<file path="src/rtl/imem_loader_pkg.sv">
// Shared types and constants for the instruction-memory loader.
package imem_loader_pkg;

    typedef enum logic [2:0] {
        IDLE,
        LEN_HI,
        LEN_LO,
        DATA_HI,
        DATA_LO,
        WRITE,
        CHECK
    } state_t;

    localparam logic [7:0]  DEFAULT_SYNC_BYTE = 8'hA5;
    localparam int unsigned WORD_WIDTH        = 16;

endpackage

</file>
<file path="src/rtl/imem_loader_checksum.sv">
// 8-bit additive checksum accumulator with clear, add-enable and compare.
module loader_checksum (
    input  logic       clock,
    input  logic       reset,
    input  logic       i_clear,
    input  logic       i_add,
    input  logic [7:0] i_byte,
    input  logic [7:0] i_expect,
    output logic       o_match
);

    logic [7:0] r_sum;

    // Running mod-256 sum; clear wins over add.
    always_ff @(posedge clock) begin
        if (reset || i_clear) begin
            r_sum <= '0;
        end else if (i_add) begin
            r_sum <= r_sum + i_byte;
        end
    end

    assign o_match = (r_sum == i_expect);

endmodule

</file>
<file path="src/rtl/imem_loader.sv">
// Framed byte-stream program loader writing 16-bit words into instruction memory.
module imem_loader
    import imem_loader_pkg::*;
#(
    parameter int unsigned ADDR_WIDTH = 8,
    parameter logic [7:0]  SYNC_BYTE  = DEFAULT_SYNC_BYTE
) (
    input  logic                  clock,
    input  logic                  reset,
    input  logic [7:0]            rx_data,
    input  logic                  rx_valid,
    output logic                  rx_ready,
    output logic [ADDR_WIDTH-1:0] im_address,
    output logic [WORD_WIDTH-1:0] im_data,
    output logic                  im_wren,
    output logic                  cpu_hold,
    output logic                  load_done,
    output logic                  load_error,
    output logic [15:0]           words_loaded
);

    // Largest legal word count: the full memory.
    localparam logic [16:0] MAX_WORDS = 17'd1 << ADDR_WIDTH;

    state_t                r_state;
    state_t                w_next;
    logic [7:0]            r_len_hi;
    logic [15:0]           r_len;
    logic [WORD_WIDTH-1:0] r_data;
    logic [ADDR_WIDTH-1:0] r_addr;
    logic [15:0]           r_words;
    logic                  r_ready;
    logic                  r_wren;
    logic                  r_hold;
    logic                  r_done;
    logic                  r_error;

    logic                  w_xfer;
    logic [15:0]           w_len_new;
    logic                  w_start;
    logic                  w_csum_add;
    logic                  w_len_bad;
    logic                  w_ok;
    logic                  w_bad_csum;
    logic                  w_match;

    assign w_xfer    = rx_valid && r_ready;
    assign w_len_new = {r_len_hi, rx_data};

    loader_checksum u_checksum (
        .clock    (clock),
        .reset    (reset),
        .i_clear  (w_start),
        .i_add    (w_csum_add),
        .i_byte   (rx_data),
        .i_expect (rx_data),
        .o_match  (w_match)
    );

    // State register.
    always_ff @(posedge clock) begin
        if (reset) begin
            r_state <= IDLE;
        end else begin
            r_state <= w_next;
        end
    end

    // Next-state decode and per-transfer event strobes.
    always_comb begin
        w_next     = r_state;
        w_start    = 1'b0;
        w_csum_add = 1'b0;
        w_len_bad  = 1'b0;
        w_ok       = 1'b0;
        w_bad_csum = 1'b0;
        case (r_state)
            IDLE: begin
                if (w_xfer && rx_data == SYNC_BYTE) begin
                    w_start = 1'b1;
                    w_next  = LEN_HI;
                end
            end
            LEN_HI: begin
                if (w_xfer) w_next = LEN_LO;
            end
            LEN_LO: begin
                if (w_xfer) begin
                    if (w_len_new == '0) begin
                        w_next = CHECK;
                    end else if ({1'b0, w_len_new} > MAX_WORDS) begin
                        w_len_bad = 1'b1;
                        w_next    = IDLE;
                    end else begin
                        w_next = DATA_HI;
                    end
                end
            end
            DATA_HI: begin
                if (w_xfer) begin
                    w_csum_add = 1'b1;
                    w_next     = DATA_LO;
                end
            end
            DATA_LO: begin
                if (w_xfer) begin
                    w_csum_add = 1'b1;
                    w_next     = WRITE;
                end
            end
            WRITE: begin
                w_next = (r_words + 16'd1 == r_len) ? CHECK : DATA_HI;
            end
            CHECK: begin
                if (w_xfer) begin
                    w_ok       = w_match;
                    w_bad_csum = !w_match;
                    w_next     = IDLE;
                end
            end
            default: w_next = IDLE;
        endcase
    end

    // Datapath and registered outputs; ready/wren are decoded from the next state
    // so both are glitch-free and independent of rx_valid within the cycle.
    always_ff @(posedge clock) begin
        if (reset) begin
            r_len_hi <= '0;
            r_len    <= '0;
            r_data   <= '0;
            r_addr   <= '0;
            r_words  <= '0;
            r_ready  <= 1'b0;
            r_wren   <= 1'b0;
            r_hold   <= 1'b0;
            r_done   <= 1'b0;
            r_error  <= 1'b0;
        end else begin
            r_ready <= (w_next != WRITE);
            r_wren  <= (w_next == WRITE);
            r_done  <= w_ok;
            if (w_start) begin
                r_error <= 1'b0;
                r_words <= '0;
                r_addr  <= '0;
                r_hold  <= 1'b1;
            end
            if (w_xfer && r_state == LEN_HI)  r_len_hi     <= rx_data;
            if (w_xfer && r_state == LEN_LO)  r_len        <= w_len_new;
            if (w_xfer && r_state == DATA_HI) r_data[15:8] <= rx_data;
            if (w_xfer && r_state == DATA_LO) r_data[7:0]  <= rx_data;
            if (r_state == WRITE) begin
                r_addr  <= r_addr + ADDR_WIDTH'(1);
                r_words <= r_words + 16'd1;
            end
            if (w_len_bad || w_bad_csum) r_error <= 1'b1;
            if (w_ok) r_hold <= 1'b0;
        end
    end

    assign rx_ready     = r_ready;
    assign im_address   = r_addr;
    assign im_data      = r_data;
    assign im_wren      = r_wren;
    assign cpu_hold     = r_hold;
    assign load_done    = r_done;
    assign load_error   = r_error;
    assign words_loaded = r_words;

endmodule
</file>
<file path="config.mk">
export PLATFORM = sky130hd
export DESIGN_NAME = imem_loader
export DESIGN_NICKNAME = d
export VERILOG_FILES = /design/src/rtl/imem_loader_pkg.sv /design/src/rtl/imem_loader_checksum.sv /design/src/rtl/imem_loader.sv
export SDC_FILE = /design/constraint.sdc
export NUM_CORES = 1
export LEC_CHECK = 0
export ABC_AREA = 0
export BUFFER_PORTS_ARGS = -buffer_cell sky130_fd_sc_hd__buf_2
export CORE_ASPECT_RATIO = 0.75
export CORE_MARGIN = 4
export CORE_UTILIZATION = 45
export CTS_CLUSTER_DIAMETER = 100
export CTS_CLUSTER_SIZE = 24
export DETAILED_ROUTE_END_ITERATION = 16
export PLACE_DENSITY = 0.65
export SLEW_MARGIN = 30
export SYNTH_ARGS = -nofsm -noshare
export SYNTH_HDL_FRONTEND = slang
export SYNTH_SLANG_ARGS = --single-unit
</file>
<file path="constraint.sdc">
create_clock -name clock -period 2.4 [get_ports clock]
set_input_delay 0.36 -clock clock [delete_from_list [all_inputs] [get_ports clock]]
set_output_delay 0.36 -clock clock [all_outputs]
set_load 0.1 [all_outputs]
</file>
==> results.md <==
- Clk slew on worst S/H paths: 0.06 ns
- Via count: 3,788
- CTS sink cnt: 80
- Chip width: 118 um
- CP peak stage delay: 0.52 ns
- Worst-path fanout max: 10
- Area contributors post-synth: dfxtp_1 39%, a21oi_1 6.8%, nor2_1 6.1%
- Relative slew slack: 0.549
- Total setup buffers inserted after CTS: 0
- First-pass GRT wire length: ~18,000 um
- Internal: approximately 2.1 mW
- Critical Path RT: around 2.7 ns
- Post-DP HPWL: 7880 um
- Pre-CTS WS: -0.0216 ns
- Worst Path Buf+Inv: 0
- Worst EP arrival: 2.51 ns
- Net Sw Power: 569 uW
- CP Class: reg2reg
- Max Cap Violations: 0
- #FFs+latches synth: 80
- Post-route ant nets: 0
- Total power: 2.62 mW
- Seq pwr share: 0.507
- Worst-Skew Late Latency: ~0.34 ns
- Worst setup SP type: register
- Met2 Use GR: 0.320
- Synth async-reset ratio: 0
- Share of layout cells above drive strength 1: 0.228
- Setup TNS Final: 0 ns
- Antenna Cells: 0
- CTS tree: built
- Mapped cell area: roughly 0.004 mm2
- GRT Total Usage: 0.210
- Final hold violations: 0
- Initial core utilization: 0.471
- Grt ovf: 0
- First-pass DRT Iterations: 6
- Worst vdd ir: 0.000471 V
- Largest area contributor in the netlist: dfxtp_1
- WHS: around 0.36 ns
- FILL cells: 828
- Net count after synthesis: 520
- Power per cell area: approximately 530 mW/mm2
- Final Slew Violations: 0
- Crit-path slowest cell: or4_1
- Rows: 29
- Netlist cell types: 53
- Yosys top cell area share: 0.394
- Grt met1 use: 0.297
- Initial DRC count: roughly 360
- Comb power frac: 0.037
- H-tree depth: 3
- Largest net degree at the start of global routing: 30
- Critical Path, Cell by Cell: nand3_2 > or3_1 > o211ai_2 > o2111ai_1 > or4_1 > a311oi_1
- Leak pwr: 2.00 nW
- Post-Route WL: between 10,000 and 15,000 um
- Die H: 90.3 um
- Synthesis-to-finish area growth: 20.6%
- Number of enable flip-flop cells after synthesis: 0
- Drt wl/cell: around 16 um
- Post-synth top flop: dfxtp_1
- Worst-Margin Slew: 0.675 ns
- Nets@finish: around 590
- GRT busiest layer: met2
- Final worst path period need: ~2.3 ns
- CP delay by family, top: simple AND/OR/NAND/NOR gates
- Final GP Congestion: between 0.9 and 1
- Yosys warns: 0
- Drt drc: 0
- Crit path capture type: register
- Setup WS post-layout: about 0.14 ns
- Max frequency: ~0.44 GHz
- Vias per inst: 5.58
- CORE AREA: 0.00864 mm2
- Syn Inst Count: about 500
- Top Ports: 56
- Status: completed
- Final setup fails: 0
- Vias in the first global route: 3,635
- Sequential share of the synthesized area: 0.394
- Cts bufs inserted: 9
- Die ar.: 0.0106 mm2
- Max clock buf depth: 2
- Setup repair after global routing missed its margin: no
- Initial antenna violation count: 0
- Sw Ratio: 0.217
- Clock network power share: 0.456
- Syn_area_per_cell: between 8 and 9 um2
- Final Skew: 0.00495 ns
- Hold Path Class: in2reg
- Port Buf Inserts: 55
- Final Cycle Share: 0.941
- Grt met3 use: 0.0589
- Clock root buffer: clkbuf_16
[routing by layer]
layer | vias up | wire length, um
met4 | 0 | 91
met2 | 123 | 4840
li1 | 1888 | -
met5 | - | 0
met3 | 7 | 789
met1 | 1770 | 5230
[worst register-to-register path, delay by kind of cell (launching register included)]
family,cells,cell delay [ns]
AO/OA/AOI/OAI,3,0.60
AND/OR/NAND/NOR,3,1.19
flip-flops,1,0.39
[power by group through the flow]
stage | sequential, mW | clock (mW) | combinational, mW
floorplan | 1.36 | 0 | 0.0418
global placement | 1.36 | 0 | 0.0963
detailed placement | 1.36 | 0 | 0.0979
CTS | 1.33 | 1.22 | 0.0982
global route | 1.33 | 1.28 | 0.107
finish | 1.33 | 1.19 | 0.0980
[flip-flops by register name, summed over array words and instances, names as in the netlist]
register,count
im_data,16
im_wren,1
r_state,3
r_len,16
r_len_hi,8
load_error,1
cpu_hold,1
u_checksum.r_sum,8
im_address,8
words_loaded,16
rx_ready,1
load_done,1
[stage by stage]
| step | utilization | cells | cell area, um2 |
|---|---|---|---|
| after floorplan | - | 499 | 4090 |
| after global placement | 0.534 | 664 | 4610 |
| after detailed placement | 0.534 | 664 | 4610 |
| after CTS | 0.563 | 679 | 4860 |
| after global routing | 0.568 | 679 | 4900 |
| final | 0.568 | 679 | 4900 |
[synth_stat cells (3+ instances only)]
cell / number
dfxtp_1: 80
nor2_1: 66
a21oi_1: 55
nand2_1: 53
clkbuf_1: 24
mux2i_1: 23
o21ai_0: 16
xnor2_1: 16
xor2_1: 14
nor3_1: 13
nand3_1: 11
o21ai_1: 10
ha_1: 9
inv_1: 8
nand3b_1: 8
and3_1: 7
nand4_1: 7
nor2b_1: 7
nor4_1: 7
or4_1: 6
and2_1: 5
buf_2: 5
or3_1: 5
a31oi_1: 4
o2111ai_1: 3
[logic make-up after synthesis]
logic type               after synthesis  share of synthesized area
XOR/XNOR                              30                     0.0646
AO/OA/AOI/OAI                        103                      0.143
flip-flops                            80                      0.394
adder cells (fa/ha/maj)               10                     0.0326
multiplexers                          23                     0.0566
AND/OR/NAND/NOR                      215                      0.271
buffers and inverters                 38                     0.0385
[cell type report]
| cell class | count | area [um2] | area share |
|---|---|---|---|
| tap | 108 | 135 | 0.0276 |
| inverter | 8 | 30.0 | 0.00613 |
| clock buffer | 14 | 244 | 0.0498 |
| multi-input combinational | 381 | 2350 | 0.479 |
| sequential | 80 | 1620 | 0.331 |
| timing repair buffer | 87 | 515 | 0.105 |
| clock inverter | 1 | 5.00 | 0.00102 |
[repair_timing]
action                     4_1_cts  5_1_grt
hold buffers                     0        0
setup endpoints to repair        0        1
resized for setup                0        8
[cell usage in the layout (no fill, tap or decap), types with 9 or more instances in the layout]
master | Yosys | routed
dfxtp_1 | 80 | 67
nor2_1 | 66 | 66
a21oi_1 | 55 | 55
buf_2 | 5 | 55
nand2_1 | 53 | 53
buf_4 | 0 | 32
mux2i_1 | 23 | 23
o21ai_0 | 16 | 16
xnor2_1 | 16 | 15
xor2_1 | 14 | 14
nor3_1 | 13 | 13
dfxtp_2 | 0 | 11
nand3_1 | 11 | 10
o21ai_1 | 10 | 10
clkbuf_16 | 0 | 9
[worst paths after layout]
kind                             from                   to  slack [ns]  depth (start not counted)
hold / removal             rx_data[0]             r_len[0]        0.36                          3
setup / recovery      words_loaded[5]           r_state[2]        0.14                          6
setup reg to reg      words_loaded[5]           r_state[2]        0.14                          6
hold reg to reg   u_checksum.r_sum[5]  u_checksum.r_sum[5]        0.46                          2
Note: power is estimated with default switching activity, not from simulation.
